`config.mk`:
```
export PLATFORM = sky130hd
export DESIGN_NAME = instr_fetch_unit
export DESIGN_NICKNAME = d
export VERILOG_FILES = /design/src/rtl/rv_fetch_pkg.sv /design/src/rtl/fetch_queue.sv /design/src/rtl/instr_fetch_unit.sv
export SDC_FILE = /design/constraint.sdc
export NUM_CORES = 1
export LEC_CHECK = 0
export BUFFER_PORTS_ARGS = -buffer_cell sky130_fd_sc_hd__buf_2
export CORE_UTILIZATION = 60
export CTS_CLUSTER_SIZE = 14
export DETAILED_ROUTE_END_ITERATION = 8
export PLACE_DENSITY = 0.88
export SYNTH_ARGS = -nofsm -noshare
export SYNTH_HDL_FRONTEND = slang
export SYNTH_SLANG_ARGS = --single-unit
```
`constraint.sdc`:
```
create_clock -name clk -period 13.33 [get_ports clk]
set_clock_uncertainty 0.2 [all_clocks]
set_input_delay 1.333 -clock clk [delete_from_list [all_inputs] [get_ports clk]]
set_output_delay 1.333 -clock clk [all_outputs]
set_load 0.05 [all_outputs]
```
`src/rtl/rv_fetch_pkg.sv`:
```
// Shared types and constants for the RV32 instruction fetch front end.
package rv_fetch_pkg;

  localparam logic [31:0] RESET_PC_DEFAULT = 32'h0000_0000;
  localparam logic [31:0] NOP              = 32'h0000_0013;

  typedef struct packed {
    logic [31:0] pc;
    logic [31:0] instr;
  } fetch_entry_t;

endpackage

```
`src/rtl/fetch_queue.sv`:
```
// Synchronous FIFO of fetch entries with flush; a push into a full queue is
// legal only when a pop happens in the same cycle.
module fetch_queue
  import rv_fetch_pkg::*;
#(
  parameter  int DEPTH = 2,
  localparam int AW    = $clog2(DEPTH)
) (
  input  logic         clk,
  input  logic         reset,
  input  logic         push,
  input  fetch_entry_t push_data,
  input  logic         pop,
  input  logic         flush,
  output fetch_entry_t head,
  output logic [AW:0]  count,
  output logic         full,
  output logic         empty
);

  fetch_entry_t  mem [DEPTH];
  logic [AW-1:0] rd_ptr;
  logic [AW-1:0] wr_ptr;
  logic          do_push;
  logic          do_pop;

  assign empty   = (count == '0);
  assign full    = (count == (AW+1)'(DEPTH));
  assign do_pop  = pop && !empty;
  assign do_push = push && (!full || do_pop);
  assign head    = mem[rd_ptr];

  // Pointers wrap naturally because DEPTH is a power of two.
  always_ff @(posedge clk) begin
    if (reset) begin
      rd_ptr <= '0;
      wr_ptr <= '0;
      count  <= '0;
      for (int i = 0; i < DEPTH; i++) mem[i] <= '0;
    end else if (flush) begin
      rd_ptr <= '0;
      wr_ptr <= '0;
      count  <= '0;
    end else begin
      if (do_push) begin
        mem[wr_ptr] <= push_data;
        wr_ptr      <= wr_ptr + 1'b1;
      end
      if (do_pop) rd_ptr <= rd_ptr + 1'b1;
      count <= count + (AW+1)'(do_push) - (AW+1)'(do_pop);
    end
  end

  overflow_chk: assert property (@(posedge clk) disable iff (reset)
    !(push && full && !pop && !flush));

endmodule

```
`src/rtl/instr_fetch_unit.sv`:
```
// Fetch initiator: owns the PC, issues word fetches to a 1-cycle instruction
// memory, queues returned instructions for decode and handles redirects.
module instr_fetch_unit
  import rv_fetch_pkg::*;
#(
  parameter logic [31:0] RESET_PC = RESET_PC_DEFAULT,
  parameter int          DEPTH    = 2
) (
  input  logic        clk,
  input  logic        reset,
  output logic [31:0] imem_addr,
  output logic        imem_req,
  input  logic [31:0] imem_rdata,
  output logic        if_valid,
  output logic [31:0] if_instr,
  output logic [31:0] if_pc,
  input  logic        if_ready,
  input  logic        redirect_valid,
  input  logic [31:0] redirect_pc
);

  localparam int AW = $clog2(DEPTH);

  logic [31:0]   pc;
  logic [31:0]   inflight_pc;
  logic          inflight;
  logic          inflight_kill;
  logic [31:0]   redirect_target;
  logic [AW:0]   count;
  logic          full;
  logic          empty;
  logic          deq;
  logic          push;
  logic          pop;
  logic [AW+1:0] occupancy;
  fetch_entry_t  resp;
  fetch_entry_t  head;

  assign redirect_target = redirect_pc & 32'hFFFF_FFFC;
  assign imem_addr       = {pc[31:2], 2'b00};

  // A slot is reserved at issue time, so the queue can never overflow.
  assign deq       = if_valid && if_ready;
  assign occupancy = (AW+2)'(count) + (AW+2)'(inflight) - (AW+2)'(deq);
  assign imem_req  = !reset && !redirect_valid && (occupancy < (AW+2)'(DEPTH));

  // A decode handshake coinciding with a redirect is discarded with the flush.
  assign pop  = deq && !redirect_valid;
  assign push = inflight && !inflight_kill && !redirect_valid && (!full || pop);

  assign resp.pc    = inflight_pc;
  assign resp.instr = imem_rdata;

  always_ff @(posedge clk) begin
    if (reset) begin
      pc            <= RESET_PC;
      inflight      <= 1'b0;
      inflight_pc   <= '0;
      inflight_kill <= 1'b0;
    end else begin
      inflight <= imem_req;
      if (redirect_valid) begin
        pc            <= redirect_target;
        inflight_kill <= 1'b1;
      end else if (imem_req) begin
        pc            <= imem_addr + 32'd4;
        inflight_pc   <= imem_addr;
        inflight_kill <= 1'b0;
      end
    end
  end

  fetch_queue #(.DEPTH(DEPTH)) u_queue (
    .clk       (clk),
    .reset     (reset),
    .push      (push),
    .push_data (resp),
    .pop       (pop),
    .flush     (redirect_valid),
    .head      (head),
    .count     (count),
    .full      (full),
    .empty     (empty)
  );

  assign if_valid = !empty;
  assign if_instr = head.instr;
  assign if_pc    = head.pc;

endmodule

```
==> flow_summary.ini <==
[logic_synthesis]
synth_top_cell_area_share_pct = 43.9
synthArstFlopShare_pct = 0
synth-main-ff-cell = edfxtp_1
yosys_warnings = 0
synth_edf_count = 124
ys_seq_area_share_pct = 59.7
ys_top_cells_by_area = edfxtp_1 (44%), dfxtp_1 (16%), and2_1 (9.6%)
synthCells = 737
yosys.area.top_type = edfxtp_1
syn_area_sq_um = 8480
synth.distinct_cells = 55
ys_seq_elements = 191
avgSynthCellArea_sq_um = 11.5

[min_path]
min_path_type = reg2reg

[detailed_routing]
drc = 0
firstDrtPassIters = 5
vias = 6046
vias_per_cell = 5.67
drt-total-wl_mm = 17.6
ant_nets = 0
drt-wirelength-per-cell_um = 16.5
first_iter_violations = 528

[sta]
max_freq_mhz = 189
slew_headroom_pct = 14.2
slew_viol_final = 0
min_period_ps = 5290
hold_viol_final = 0
finalCritPeriodShare_pct = 39.7
tightest_slew_ps = 1280
rsz0062_at_grt = no
tns_ps = 0
setup_viol = 0

[place]
gp_congestion = 0.805
io_buffer_count = 159
dpl.hpwl_mm = 11.0

[cts]
cts_resized = 0
cts_sinks = 191
path_clk_slew_ps = 70
clockRootBuffer = clkbuf_16
post_cts_buffers = 0
clk_latency_ps = 430
cts_tree = built
cts_hold_buffers = 0
cts_max_path_buffers = 2
htreeDepth = 4
cts-buffers-inserted = 17

[worst_setup_path]
startpoint_type = primary input
endpoint_kind = output port
crit_chain = buf_2 > nand2_1 > inv_1 > ha_1 > nand2b_1 > fa_1 > xnor2_1 > nand3_2 > inv_2 > buf_2
worst-setup-path-type = in2out
crit_buf_inv = 4
cp.arrival_ps = 3750
max_stage_delay_ps = 570
cp_top_family = buffers and inverters
path_common_cell = buf_2
crit_required_ps = 11800
crit_slowest_cell = inv_2
path_max_fanout = 46

[global_route]
grt_pass1_wl_mm = 28.0
grt_usage_pct = 24.9
grt_overflow = 0
antenna_found_initial = 0
first_global_vias = 5645
grt_max_degree = 66

[status]
status = complete, no violations

[final_layout]
drive_gt1_share_pct = 31.2
final_common_cell = buf_2
syn_to_final_growth_pct = 17.8
final_net_count = 946
final_cell_mix = buf_2 (159), and2_1 (130), edfxtp_1 (124)
finish.utilization_pct = 72.2
n_antenna_cell = 0

[power]
peakVddDrop_mv = 0.0959
power_mw = 1.35
power_density_nw_per_um2 = 136
p_leak_nw = 4.06

[floorplanning]
die_area_sq_um = 14600
core_area_sq_um = 13800
ios = 166
start_util_pct = 61.3
rows = 43
die_h_um = 121
die_width_um = 121

[flow_run]
max_cap_viol_count = 0
## path summary, 6_finish.rpt
path / slack [ps] / to / startpoint / depth (start not counted)
setup / recovery: 8040 / imem_req / if_ready / 10
hold / removal: 260 / inflight_pc[13] / inflight_pc[13] / 2
setup reg to reg: 9680 / pc[12] / u_queue.count[1] / 13
hold reg to reg: 260 / inflight_pc[13] / inflight_pc[13] / 2
## synthesized netlist by cell type (5+ instances only)
| cell type | count |
|---|---|
| clkbuf_1 | 32 |
| buf_4 | 6 |
| nor2_1 | 14 |
| and3_1 | 7 |
| nand2_1 | 81 |
| nor4_1 | 5 |
| a31oi_1 | 7 |
| and4_1 | 5 |
| and2_1 | 130 |
| inv_1 | 7 |
| a21oi_1 | 51 |
| o21ai_0 | 13 |
| edfxtp_1 | 124 |
| buf_2 | 9 |
| nand3_1 | 18 |
| mux2_2 | 64 |
| dfxtp_1 | 67 |
| nand4_1 | 10 |
| nor3_1 | 16 |
| xor2_1 | 6 |
## cell type report
cell class / instances / area, sq um
clock buffers: 20 / 489
clock inverters: 12 / 139
fillers: 990 / 3840
inverters: 12 / 45.0
multi-input cells: 486 / 3180
flip-flops and latches: 191 / 5070
well taps: 180 / 225
repair buffers: 165 / 841
## cells by family after synthesis
logic type | synth area share (%)
xor+xnor | 1.03
simple gates | 19.4
fa+ha+maj | 0.826
buf+inv | 3.19
mux | 8.50
compound gates | 7.30
flops | 59.7
other cells | 0.0442
## layer usage
layer | GRT usage, % | part of all wire (%)
met1 | 34.1 | 44
met2 | 39.5 | 48
met3 | 4.84 | 6.5
met4 | 8.87 | 1.4
met5 | 0 | 0
## through the flow
| stage | hold WS [ps] | cells | worst slack (ps) | instance area (sq um) |
|---|---|---|---|---|
| floorplan | 238 | 740 | 6340 | 8490 |
| global placement | 246 | 1034 | 8120 | 9360 |
| detailed placement | 252 | 1034 | 8040 | 9360 |
| CTS | 261 | 1066 | 8050 | 9990 |
| global route | 293 | 1066 | 7880 | 9990 |
| finish | 260 | 1066 | 8040 | 9990 |
## worst reg2reg max path, stage by stage (launching register included)
cell and delay, ps:
dfxtp_1 470, inv_2 70, nand2_1 90, nand2_1 110
inv_1 80, ha_1 220, nand2b_1 150, fa_1 380
xnor2_1 220, nand3_2 120, inv_2 570, nand2_1 280
or4_1 450, a31oi_1 170
## sequential cells by signal (all words and copies together), names as in the netlist, named ones only
| signal | count |
|---|---|
| u_queue.mem | 124 |
| inflight | 1 |
| u_queue.wr_ptr | 1 |
| pc | 30 |
| inflight_kill | 1 |
| u_queue.count | 2 |
| inflight_pc | 30 |
| u_queue.rd_ptr | 1 |
## power by group
group          total (mW)  internal (mW)  switching [mW]
registers           0.673          0.656          0.0175
logic               0.149         0.0390           0.110
clock network       0.531          0.307           0.224
Note: power is estimated with default switching activity, not from simulation.
